==> config.mk <==
export PLATFORM = sky130hd
export DESIGN_NAME = ex_operand_stage
export DESIGN_NICKNAME = d
export VERILOG_FILES = /design/src/rtl/core_pkg.sv /design/src/rtl/operand_fwd_mux.sv /design/src/rtl/ex_operand_stage.sv
export SDC_FILE = /design/constraint.sdc
export NUM_CORES = 1
export LEC_CHECK = 0
export ABC_CLOCK_PERIOD_IN_PS = 5170
export BUFFER_PORTS_ARGS = -buffer_cell sky130_fd_sc_hd__clkbuf_2
export CORE_AREA = 2 2 145 147
export CTS_CLUSTER_SIZE = 28
export DETAILED_ROUTE_END_ITERATION = 10
export DIE_AREA = 0 0 147 149
export PLACE_DENSITY_LB_ADDON = 0.2
export RECOVER_POWER = 100
export SLEW_MARGIN = 10
export SYNTH_ARGS = -nofsm -noshare
export SYNTH_HDL_FRONTEND = slang
export SYNTH_SLANG_ARGS = --single-unit
export TNS_END_PERCENT = 5
==> constraint.sdc <==
create_clock -name clk -period 5.17 [get_ports clk]
set_input_delay 0.2585 -clock clk [delete_from_list [all_inputs] [get_ports clk]]
set_output_delay 0.2585 -clock clk [all_outputs]
set_load 0.01 [all_outputs]
==> src/rtl/core_pkg.sv <==
`default_nettype none
// ============================================================================
// Module      : core_pkg
// Description : Shared ALU opcode constants and forwarding-select encoding.
// Revision    : 1.0
// ============================================================================
package core_pkg;

    localparam logic [3:0] ALU_AND = 4'b0000;
    localparam logic [3:0] ALU_OR  = 4'b0001;
    localparam logic [3:0] ALU_XOR = 4'b0011;
    localparam logic [3:0] ALU_SLL = 4'b0100;
    localparam logic [3:0] ALU_SRL = 4'b0101;
    localparam logic [3:0] ALU_LT  = 4'b0110;
    localparam logic [3:0] ALU_GE  = 4'b0111;
    localparam logic [3:0] ALU_EQ  = 4'b1000;
    localparam logic [3:0] ALU_NE  = 4'b1001;
    localparam logic [3:0] ALU_SUB = 4'b1010;
    localparam logic [3:0] ALU_ADD = 4'b1011;
    localparam logic [3:0] ALU_SLT = 4'b1100;

    typedef enum logic [1:0] {
        FWD_REG = 2'd0,
        FWD_EXM = 2'd1,
        FWD_WB  = 2'd2
    } fwd_sel_e;

endpackage
`default_nettype wire

==> src/rtl/operand_fwd_mux.sv <==
`default_nettype none
// ============================================================================
// Module      : operand_fwd_mux
// Description : Forward-source select and data mux for one source register.
// Revision    : 1.0
// ============================================================================
module operand_fwd_mux
    import core_pkg::*;
#(
    parameter int DATA_WIDTH = 32,
    parameter int REG_ADDR_W = 5
) (
    input  logic [REG_ADDR_W-1:0] rs_i,
    input  logic [DATA_WIDTH-1:0] reg_data_i,
    input  logic [REG_ADDR_W-1:0] exm_rd_i,
    input  logic                  exm_reg_write_i,
    input  logic [DATA_WIDTH-1:0] exm_result_i,
    input  logic [REG_ADDR_W-1:0] wb_rd_i,
    input  logic                  wb_reg_write_i,
    input  logic [DATA_WIDTH-1:0] wb_result_i,
    output logic [DATA_WIDTH-1:0] data_o
);

    fwd_sel_e w_sel;

    // x0 is hardwired zero, so a write targeting it must never be forwarded.
    always_comb begin
        w_sel = FWD_REG;
        if (rs_i != '0) begin
            if (exm_reg_write_i && (exm_rd_i == rs_i)) begin
                w_sel = FWD_EXM;
            end else if (wb_reg_write_i && (wb_rd_i == rs_i)) begin
                w_sel = FWD_WB;
            end
        end
    end

    always_comb begin
        data_o = reg_data_i;
        case (w_sel)
            FWD_EXM: data_o = exm_result_i;
            FWD_WB:  data_o = wb_result_i;
            default: data_o = reg_data_i;
        endcase
    end

endmodule
`default_nettype wire

==> src/rtl/ex_operand_stage.sv <==
`default_nettype none
// ============================================================================
// Module      : ex_operand_stage
// Description : ID/EX holding register with operand forwarding and load-use
//               stall. Optional perf counters under EX_OPSTAGE_PERF_EN.
// Revision    : 1.0
// ============================================================================
module ex_operand_stage
    import core_pkg::*;
#(
    parameter int DATA_WIDTH    = 32,
    parameter int OPCODE_LENGTH = 4,
    parameter int REG_ADDR_W    = 5
) (
    input  logic                     clk,
    input  logic                     rst_n,
    input  logic                     id_valid,
    output logic                     id_ready,
    input  logic [DATA_WIDTH-1:0]    id_rs1_data,
    input  logic [DATA_WIDTH-1:0]    id_rs2_data,
    input  logic [DATA_WIDTH-1:0]    id_imm,
    input  logic [DATA_WIDTH-1:0]    id_pc,
    input  logic [REG_ADDR_W-1:0]    id_rs1,
    input  logic [REG_ADDR_W-1:0]    id_rs2,
    input  logic [REG_ADDR_W-1:0]    id_rd,
    input  logic [OPCODE_LENGTH-1:0] id_alu_op,
    input  logic                     id_src_a_pc,
    input  logic                     id_src_b_imm,
    input  logic                     id_reg_write,
    input  logic                     id_mem_read,
    input  logic                     id_mem_write,
    input  logic                     flush,
    input  logic [REG_ADDR_W-1:0]    exm_rd,
    input  logic                     exm_reg_write,
    input  logic                     exm_mem_read,
    input  logic [DATA_WIDTH-1:0]    exm_result,
    input  logic [REG_ADDR_W-1:0]    wb_rd,
    input  logic                     wb_reg_write,
    input  logic [DATA_WIDTH-1:0]    wb_result,
    output logic                     ex_valid,
    input  logic                     ex_ready,
    output logic [DATA_WIDTH-1:0]    SrcA,
    output logic [DATA_WIDTH-1:0]    SrcB,
    output logic [OPCODE_LENGTH-1:0] Operation,
    output logic [DATA_WIDTH-1:0]    ex_store_data,
    output logic [REG_ADDR_W-1:0]    ex_rd,
    output logic                     ex_reg_write,
    output logic                     ex_mem_read,
    output logic                     ex_mem_write,
    output logic [DATA_WIDTH-1:0]    ex_pc
`ifdef EX_OPSTAGE_PERF_EN
    ,
    output logic [31:0]              perf_bubble_cnt,
    output logic [31:0]              perf_flush_cnt
`endif
);

    logic                     held_valid_q, held_valid_d;
    logic [DATA_WIDTH-1:0]    rs1_data_q, rs2_data_q, imm_q, pc_q;
    logic [REG_ADDR_W-1:0]    rs1_q, rs2_q, rd_q;
    logic [OPCODE_LENGTH-1:0] alu_op_q;
    logic                     src_a_pc_q, src_b_imm_q;
    logic                     reg_write_q, mem_read_q, mem_write_q;

    logic                  w_hazard, w_retire, w_capture;
    logic [DATA_WIDTH-1:0] w_fwd_rs1, w_fwd_rs2;

    operand_fwd_mux #(
        .DATA_WIDTH (DATA_WIDTH),
        .REG_ADDR_W (REG_ADDR_W)
    ) u_fwd_rs1 (
        .rs_i            (rs1_q),
        .reg_data_i      (rs1_data_q),
        .exm_rd_i        (exm_rd),
        .exm_reg_write_i (exm_reg_write),
        .exm_result_i    (exm_result),
        .wb_rd_i         (wb_rd),
        .wb_reg_write_i  (wb_reg_write),
        .wb_result_i     (wb_result),
        .data_o          (w_fwd_rs1)
    );

    operand_fwd_mux #(
        .DATA_WIDTH (DATA_WIDTH),
        .REG_ADDR_W (REG_ADDR_W)
    ) u_fwd_rs2 (
        .rs_i            (rs2_q),
        .reg_data_i      (rs2_data_q),
        .exm_rd_i        (exm_rd),
        .exm_reg_write_i (exm_reg_write),
        .exm_result_i    (exm_result),
        .wb_rd_i         (wb_rd),
        .wb_reg_write_i  (wb_reg_write),
        .wb_result_i     (wb_result),
        .data_o          (w_fwd_rs2)
    );

    // A load in EX/MEM has no data yet; stall only on sources actually consumed.
    assign w_hazard = held_valid_q && exm_mem_read && (exm_rd != '0) &&
                      ((!src_a_pc_q && (exm_rd == rs1_q)) ||
                       ((!src_b_imm_q || mem_write_q) && (exm_rd == rs2_q)));

    assign ex_valid  = held_valid_q && !w_hazard;
    assign w_retire  = ex_valid && ex_ready;
    assign id_ready  = (!held_valid_q || w_retire) && !w_hazard;
    assign w_capture = id_valid && id_ready && !flush;

    always_comb begin
        held_valid_d = held_valid_q;
        if (flush) begin
            held_valid_d = 1'b0;
        end else if (w_capture) begin
            held_valid_d = 1'b1;
        end else if (w_retire) begin
            held_valid_d = 1'b0;
        end
    end

    always_ff @(posedge clk or negedge rst_n) begin
        if (!rst_n) begin
            held_valid_q <= 1'b0;
            rs1_data_q   <= '0;
            rs2_data_q   <= '0;
            imm_q        <= '0;
            pc_q         <= '0;
            rs1_q        <= '0;
            rs2_q        <= '0;
            rd_q         <= '0;
            alu_op_q     <= '0;
            src_a_pc_q   <= 1'b0;
            src_b_imm_q  <= 1'b0;
            reg_write_q  <= 1'b0;
            mem_read_q   <= 1'b0;
            mem_write_q  <= 1'b0;
        end else begin
            held_valid_q <= held_valid_d;
            if (w_capture) begin
                rs1_data_q  <= id_rs1_data;
                rs2_data_q  <= id_rs2_data;
                imm_q       <= id_imm;
                pc_q        <= id_pc;
                rs1_q       <= id_rs1;
                rs2_q       <= id_rs2;
                rd_q        <= id_rd;
                alu_op_q    <= id_alu_op;
                src_a_pc_q  <= id_src_a_pc;
                src_b_imm_q <= id_src_b_imm;
                reg_write_q <= id_reg_write;
                mem_read_q  <= id_mem_read;
                mem_write_q <= id_mem_write;
            end
        end
    end

    assign SrcA          = src_a_pc_q ? pc_q : w_fwd_rs1;
    assign SrcB          = src_b_imm_q ? imm_q : w_fwd_rs2;
    assign ex_store_data = w_fwd_rs2;
    assign Operation     = alu_op_q;
    assign ex_rd         = rd_q;
    assign ex_reg_write  = reg_write_q;
    assign ex_mem_read   = mem_read_q;
    assign ex_mem_write  = mem_write_q;
    assign ex_pc         = pc_q;

`ifdef EX_OPSTAGE_PERF_EN
    logic [31:0] bubble_cnt_q, bubble_cnt_d;
    logic [31:0] flush_cnt_q, flush_cnt_d;

    always_comb begin
        bubble_cnt_d = bubble_cnt_q;
        flush_cnt_d  = flush_cnt_q;
        if (w_hazard && (bubble_cnt_q != '1)) begin
            bubble_cnt_d = bubble_cnt_q + 32'd1;
        end
        if (flush && held_valid_q && (flush_cnt_q != '1)) begin
            flush_cnt_d = flush_cnt_q + 32'd1;
        end
    end

    always_ff @(posedge clk or negedge rst_n) begin
        if (!rst_n) begin
            bubble_cnt_q <= '0;
            flush_cnt_q  <= '0;
        end else begin
            bubble_cnt_q <= bubble_cnt_d;
            flush_cnt_q  <= flush_cnt_d;
        end
    end

    assign perf_bubble_cnt = bubble_cnt_q;
    assign perf_flush_cnt  = flush_cnt_q;
`endif

endmodule
`default_nettype wire
==> run metrics, run 1 <==
Fmax=234.6 MHz; Synth Instances=707; initial antenna violation count=0; initial core utilization=38.55%; top cells by area, synth=dfrtp_1 48%, mux2_2 15%, mux2_1 11%, a22oi_1 6.1%, o21ai_0 4.0%; Slew Viols, Final=279; most frequent cell after synthesis=dfrtp_1; CTS tree=yes; Tightest Pin Transition=3.200 ns; 1st-pass router iterations=5; H-tree depth=4; RSZ-0062 raised after global routing=no; Pleak=0.004484 uW; startpoint types=flop; number of DRC markers in iteration 0=393; Unique masters post-synth=30; FF+latch area=3830 um^2; Root Driver=clkbuf_16; Clk Latency, worst-skew pair=0.42 ns; Async S/R FF share, synth=100.0%; synth warn=0; Synth top area share=48.32%; CTS sink cnt=153; CTS buffer count=17; largest area contributor in the netlist=dfrtp_1; largest net degree at the start of global routing=79; # rows=53; DRT antenna net count=0; drt wl/cell=19.40 um; Post-synth EDFFs=0; min Tclk post-route=4.263 ns; type of the worst setup path=flop to output port; Total Routing Usage GR=23.53%; residual DRC count=0; nets=1295; Area Growth Syn to Fin=30.89%; failing checks=max-capacitance violations, max-slew violations; number of global-route vias before repair=6582; grt ovf=0; Primary FF master, synth=dfrtp_1; Core ar.=20560 um^2; layout cell share with drive strength beyond 1=35.98%; crit-path max FO=64; synthesized cell area=7924 um^2; CTS max path bufs=2; Syn Area/Cell=11.21 um^2; # setup viols final=0; Reg clk slew, reported paths=0.06 ns; final hold vios=0; Clock Skew=0.01058 ns; Critical Path Sink Type=output port; CTS resizes=0; Die Area=21900 um^2; post-cts hold buffer count=1; Syn Nets=945; detailed-route via count=6792; Sum Neg Setup Slack=0 ns; Post-Layout Inst Area=10370 um^2; num ports=376; Vias/cell=5.046; postcts setup bufs=0; Seq cells post-synth=153; placed inst area=9953 um^2; Die Ht=149 um; post-detail-place hpwl=19710 um; outcome=finished, violations left; synth cell count leaders=153 x dfrtp_1, 104 x mux2_2, 80 x mux2_1, 71 x nand2_1; footprint of the multi-input gates=3830 um^2; Final Non-Filler Cells=1346; Hold Crit Class=primary input to flop; Die Width=147 um; Tcrit/Tclk final=82.46%; max cap viols=4; register area share after synthesis=48.32%; VDD IR max=0.2381 mV; first-pass GRT wire length=39250 um; Required @ worst endpoint=4.91 ns; Post-Route WL=26110 um; Post-Place Cells=1312; Max transition margin=-113.3%; Power Density=373.5 nW/um^2; filler instances=2029; worst path arrival time=4.00 ns; IO buf count=375; GPL Wtd Cong=0.8915
[worst paths after layout]
path                       startpoint           end  slack (ns)  cells after the start
max reg2reg                  rs1_q[4]     ex_pc[22]        1.71                      6
max                          rs1_q[1]      SrcA[21]        0.91                      7
min                             flush  held_valid_q        0.03                      2
max in group asynchronous       rst_n    src_a_pc_q        1.63                      3
min in group asynchronous       rst_n  Operation[0]        1.44                      2
min reg2reg                 imm_q[17]     imm_q[17]        0.48                      1
[per-layer routing]
| layer | share of wire (%) | track usage (%) |
|---|---|---|
| met1 | 45 | 32.78 |
| met2 | 46 | 36.92 |
| met3 | 6.2 | 4.893 |
| met4 | 2.3 | 7.692 |
| met5 | 0 | 0 |
[registers in the layout, summed over array words and instances (netlist names)]
signal	flops
ex_pc	32
held_valid_q	1
rs2_q	5
Operation	4
rs2_data_q	32
rs1_q	5
rs1_data_q	32
ex_reg_write	1
src_b_imm_q	1
ex_mem_read	1
ex_rd	5
src_a_pc_q	1
ex_mem_write	1
imm_q	32
[logic make-up after synthesis]
group,count (synthesis),share of synthesized area [%]
buf+inv,54,3.474
simple gates,128,6.663
fa+ha+maj,4,0.6316
xor+xnor,20,2.211
mux,184,26.15
flops,153,48.32
compound gates,164,12.55
[layout by cell type (no fill, tap or decap), types with 2 or more instances in the layout]
cell        instances
dfrtp_1           152
nor2_1             38
or4_1               2
clkbuf_16          17
and2_1              2
buf_4               6
xnor2_1            16
and2_0              2
inv_6               5
bufinv_16           2
nor4_1              2
nand4_1             2
nand2_1            71
clkinv_4            3
mux2_2            103
mux2_1             81
o21ai_0            64
xor2_1              4
ha_1                3
a21oi_1            32
clkbuf_2          240
nand2b_1            2
a22oi_1            64
clkinvlp_4          2
nand3_1             3
or2_2               2
clkbuf_1          138
[layout make-up]
class                           instances  area share, %
Tap cell                              275          3.318
Multi-Input combinational cell        500          36.93
Antenna cell                            1        0.02413
Clock inverter                         14          1.556
Sequential cell                       153          36.93
Clock buffer                           18          4.138
Inverter                                1        0.03619
Timing Repair Buffer                  384          17.07
[per-stage QoR]
| stage | hold slack, ns | utilization (%) | total power (uW) | worst slack [ns] |
|---|---|---|---|---|
| finish | 0.02641 | 50.45 | 3874 | 0.9068 |
| CTS | 0.001635 | 51.34 | 3983 | 1.220 |
| detailed placement | 0.2696 | 48.42 | 2705 | 1.679 |
| global placement | 0.2710 | 48.42 | 2692 | 1.709 |
| floorplan | -0.03709 | - | 2188 | 2.523 |
| global route | 0.02426 | 50.44 | 4107 | 0.6463 |
[power breakdown]
part | total [uW] | leakage (uW) | internal (uW) | switching, uW
clock | 1260 | 0.000284 | 724 | 539
combinational | 1070 | 0.00240 | 484 | 587
sequential | 1540 | 0.00180 | 1410 | 130
[worst max-delay path, stage by stage, from the launching register on]
cell	delay, ns
dfrtp_1	0.42
or4_1	0.53
nor2_1	0.17
nor2_1	0.06
ha_1	1.62
a21oi_1	0.24
o21ai_0	0.31
clkbuf_1	0.20
No activity file was read; power rests on OpenSTA's default activity.
==> inputs of run 2 (changes only) <==
Settings changed: ABC_CLOCK_PERIOD_IN_PS 5170 to 4400.
Clock period 5.17 ns to 4.4 ns, I/O delays scaled along.
==> run 2 against run 1 <==
Against the previous run: the flow still finishes with violations (max-capacitance violations, max-slew violations); first-iteration DRC count rose by 1.3%; flip-flop and latch count did not move; combinational power rose by 21%; register-to-register slack worse by 0.67 ns; clock-buffer cell count decreased by 1; highest routed layer unchanged; routed wire length grew 5.7%; sequential power up 18%; core utilization grew 1.7 points.
==> run metrics, run 2 (synthesis results as in run 1) <==
outcome=finished, violations left; failing checks=max-capacitance violations, max-slew violations; worst r2r dst=ex_pc[30]; CTS resizes=0; grt ovf=0; Post-Route WL=27590 um; Required @ worst endpoint=4.18 ns; nets=1331; Tcrit/Tclk final=91.14%; RSZ-0062 raised after global routing=no; startpoint types=flop; Vias/cell=5.159; initial antenna violation count=0; postcts setup bufs=0; first-pass GRT wire length=40530 um; initial core utilization=38.55%; Core ar.=20560 um^2; DRT antenna net count=0; dpl ws=0.8357 ns; detailed-route via count=7125; Die Area=21900 um^2; H-tree depth=4; GPL Wtd Cong=0.9192; Reg clk slew, reported paths=0.07 ns; Root Driver=clkbuf_16; Clock Skew=0.01117 ns; min Tclk post-route=4.010 ns; crit-path max FO=22; layout cell share with drive strength beyond 1=34.63%; 1st-pass router iterations=5; max cap viols=4; CTS tree=yes; reg2reg start=rs1_q[1]; number of global-route vias before repair=6950; Die Ht=149 um; CTS sink cnt=153; Hold Crit Endpoint=ex_pc[8]; Area Growth Syn to Fin=35.40%; worst path arrival time=3.79 ns; worst min-delay path startpoint=id_pc[8]; Hold Crit Class=primary input to flop; FF-to-FF setup slack=1.04 ns; most common cell after layout, fill and taps aside=clkbuf_2; Max transition margin=-36.77%; cells on worst reg2reg path=6; num ports=376; drt wl/cell=19.98 um; VDD IR max=0.2411 mV; final hold vios=0; slack of the critical path=0.3897 ns; Die Width=147 um; post-detail-place hpwl=20670 um; Clk Latency, worst-skew pair=0.42 ns; Sum Neg Setup Slack=0 ns; CTS max path bufs=2; commonest cells after routing, fill and taps aside=237 x clkbuf_2, 152 x dfrtp_1, 142 x clkbuf_1, 104 x mux2_2, 80 x mux2_1; largest net degree at the start of global routing=79; Total Routing Usage GR=24.37%; type of the worst setup path=flop to output port; hold depth=2; Slew Viols, Final=310; Pleak=0.004615 uW; residual DRC count=0; IO buf count=375; filler instances=2001; Fmax=249.4 MHz; Power Density=431.4 nW/um^2; # setup viols final=0; # rows=53; Tightest Pin Transition=2.052 ns; Critical Path Sink Type=output port; number of DRC markers in iteration 0=398; CTS buffer count=17; n_diodes=0
## run 2: cell types whose count changed in the layout (fill, tap and decap cells not counted), moves of 3 or more
cell and change:
clkbuf_2 -3, dlygate4sd3_1 +36, clkbuf_1 +4, buf_4 -3
## run 2: stage by stage
step	util, %	cells	power [uW]	instance area (um^2)	hold WS (ns)
6_report	52.19	1381	4628	10730	0.02051
5_1_grt	52.19	1381	4881	10730	0.001209
4_1_cts	53.23	1379	4753	10940	0.0002313
3_5_place_dp	48.60	1312	3195	9991	0.3159
3_3_place_gp	48.60	1312	3178	9991	0.3238
2_1_floorplan	-	707	2571	7924	-0.07559
## run 2: worst max-delay path by stage
stage / from / to / slack (ns) / cells after the start
floorplan: rs2_q[4] / SrcB[17] / 1.79 / 8
global placement: rs2_q[4] / SrcB[30] / 0.94 / 8
detailed placement: rs2_q[4] / SrcB[30] / 0.84 / 8
CTS: rs2_q[4] / SrcB[30] / 0.38 / 8
global route: rst_n / imm_q[24] / 0.15 / 3
finish: rs1_q[2] / SrcA[21] / 0.39 / 10
## run 2: power breakdown
part	total [uW]	switching, uW	internal [uW]
Combinational	1300	711	588
Clock	1520	659	858
Sequential	1810	156	1660
Total	4630	1530	3100
## run 2: repair_timing
item	4_1_cts	5_1_grt
endpoints found under the setup margin	0	0
hold buffers	35	2
endpoints found under the hold margin	111	2
## run 2: worst max-delay path, stage by stage, from the launching register on
cell and delay (ns):
dfrtp_1 0.45, or4_1 0.52, nor2_1 0.20, or2_2 0.15, ha_1 0.74, clkbuf_1 0.47, a22oi_1 0.15, nor2_1 0.17
a21oi_1 0.06, o21ai_0 0.24, clkbuf_1 0.20
## run 2: area by class of cell
class / count / area (um^2) / share of cell area, %
timing repair buffer: 420 / 2117 / 19.73
clock inverter: 15 / 176.4 / 1.644
clock buffer: 17 / 425.4 / 3.965
inverter: 1 / 3.754 / 0.03499
tap: 275 / 344.1 / 3.207
multi-input combinational: 500 / 3832 / 35.72
sequential: 153 / 3830 / 35.70
## run 2: routing by layer
metal	global-route usage (%)	up-vias	share of wire, %
met5	0	-	0
met4	8.365	0	2.5
met3	5.291	38	6.5
met2	37.09	299	45
met1	34.56	3464	46
li1	-	3324	-
==> inputs of run 3 (changes only) <==
Settings changed: CORE_AREA 2 2 145 147 to 2 2 148 150, CTS_BUF_LIST set to sky130_fd_sc_hd__clkbuf_2 sky130_fd_sc_hd__clkbuf_4 sky130_fd_sc_hd__clkbuf_8, DIE_AREA 0 0 147 149 to 0 0 150 152.
==> run 3 against run 2 <==
Against the previous run: the flow still finishes with violations (max-capacitance violations, max-slew violations); flip-flop and latch count did not move; die area rose by 4.1%; via count is 5.1% higher; sequential power about the same; design area up 9.3%; global-route usage hardly changed; worst setup slack better by 0.11 ns; register-to-register slack lost 0.54 ns; power is 4.0% lower; core utilization up 2.7 points; first-iteration DRC count grew 14%; largest power group unchanged.
==> run metrics, run 3 (synthesis results as in run 1) <==
outcome=finished, violations left; failing checks=max-capacitance violations, max-slew violations; Critical Path Sink=rs1_data_q[24]; Critical-path top delay cell=clkbuf_4; Core ar.=21350 um^2; combinational power share=31.2%; # rows=54; VDD IR max=0.1936 mV; nets=1443; Slew Viols, Final=233; post-detail-place hpwl=19690 um; n_diodes=0; CTS sink cnt=153; cells on worst reg2reg path=7; Required @ worst endpoint=4.72 ns; residual DRC count=0; Die Area=22800 um^2; num ports=376; layout cell share with drive strength beyond 1=31.53%; final hold vios=0; most common cell after layout, fill and taps aside=clkbuf_2; 1st-pass router iterations=5; Hold Crit Class=primary input to flop; Max transition margin=-49.34%; H-tree depth=4; number of global-route vias before repair=7589; Largest stage delay, worst path=1.59 ns; CTS buffer count=17; DRT antenna net count=0; Pleak=0.005029 uW; Sum Neg Setup Slack=0 ns; footprint of the multi-input gates=3835 um^2; grt ovf=0; Tightest Pin Transition=2.240 ns; first-pass GRT wire length=42880 um; RSZ-0062 raised after global routing=no; Die Ht=152 um; Sw Pwr=1471 uW; type of the worst setup path=flop to flop; max cap viols=2; startpoint types=flop; FF-to-FF setup slack=0.50 ns; CTS max path bufs=2; GPL Wtd Cong=0.8965; # setup viols final=0; reg2reg start=src_b_imm_q; detailed-route via count=7488; Total Routing Usage GR=24.36%; drt wl/cell=18.80 um; sw frac=33.10%; Vias/cell=4.999; crit path from=src_b_imm_q; Die Width=150 um; crit-path max FO=152; worst path arrival time=4.22 ns; Post-Route WL=28160 um; Tcrit/Tclk final=88.64%; power share of the clock group=28.1%; Fmax=256.4 MHz; Area Growth Syn to Fin=47.99%; FF+latch area=3830 um^2; initial antenna violation count=0; CTS resizes=0; Clk Latency, worst-skew pair=0.45 ns; Reg clk slew, reported paths=0.09 ns; initial core utilization=37.11%; Post-Layout Inst Area=11730 um^2; commonest cells after routing, fill and taps aside=238 x clkbuf_2, 152 x dfrtp_1, 151 x dlygate4sd3_1, 140 x clkbuf_1, 104 x mux2_2; min Tclk post-route=3.900 ns; CTS tree=yes; Internal=2973 uW; placed inst area=9960 um^2; number of DRC markers in iteration 0=452; Critical Path Sink Type=flop; Power Density=378.9 nW/um^2; CP cell instances=clkbuf_2, nand2b_1, nand3_1, o32ai_1, a21oi_4, clkbuf_4, mux2_2; largest net degree at the start of global routing=153; worst r2r dst=rs1_data_q[24]; filler instances=1978; Root Driver=clkbuf_8; Clock Skew=0.02083 ns; IO buf count=375; sequential power share=40.7%
[run 3: worst max-delay path: cells and delay by family (launching register included)]
kind,cells,cell delay [ns]
AO/OA/AOI/OAI,2,0.29
AND/OR/NAND/NOR,2,0.24
multiplexers,1,0.46
flip-flops,1,0.33
buffers and inverters,2,2.31
[run 3: power groups by stage]
stage / Sequential [uW] / Clock (uW) / Combinational (uW)
after floorplan: 1830 / 0 / 743
after CTS: 1800 / 1270 / 1460
after global placement: 1820 / 0 / 1340
after detailed placement: 1830 / 0 / 1340
after global routing: 1840 / 1350 / 1520
final: 1810 / 1250 / 1390
[run 3: final cells by class]
cell class	instances	share of cell area, %
Multi-Input combinational cell	500	32.70
Sequential cell	153	32.66
Timing Repair Buffer	532	27.72
Clock buffer	20	2.294
Tap cell	280	2.988
Clock inverter	12	1.601
Inverter	1	0.03201
[run 3: timing repair]
| action | in CTS | in global routing |
|---|---|---|
| hold buffers | 149 | 2 |
| hold endpoints to repair | 224 | 2 |
| buffers inserted | 0 | 0 |
| endpoints found under the setup margin | 0 | 0 |
[run 3: routing by layer]
metal,routed length [um],track usage (%)
met1,12840,33.86
met2,12920,37.92
met3,1535,4.264
met4,872,9.209
met5,0,0
[run 3: stage by stage]
stage | total power, uW | setup WS, ns | std cells | hold WS [ns] | utilization, %
floorplan | 2571 | 1.791 | 707 | -0.07559 | -
global placement | 3158 | 0.8166 | 1315 | 0.3311 | 46.64
detailed placement | 3173 | 1.059 | 1315 | 0.3276 | 46.65
CTS | 4533 | 0.5316 | 1496 | 0.0003491 | 55.77
global route | 4703 | 0.1827 | 1498 | 0.001719 | 54.92
finish | 4443 | 0.5000 | 1498 | 0.02548 | 54.92
[run 3: worst min path at each step]
stage | end | startpoint | cells past startpoint | slack, ns
CTS | rs1_data_q[13] | id_rs1_data[13] | 2 | 0.0003
detailed placement | imm_q[5] | rst_n | 1 | 0.33
floorplan | Operation[0] | rst_n | 0 | -0.08
finish | rs1_data_q[19] | id_rs1_data[19] | 2 | 0.03
global placement | imm_q[5] | rst_n | 1 | 0.33
global route | rs1_data_q[19] | id_rs1_data[19] | 2 | 0.002
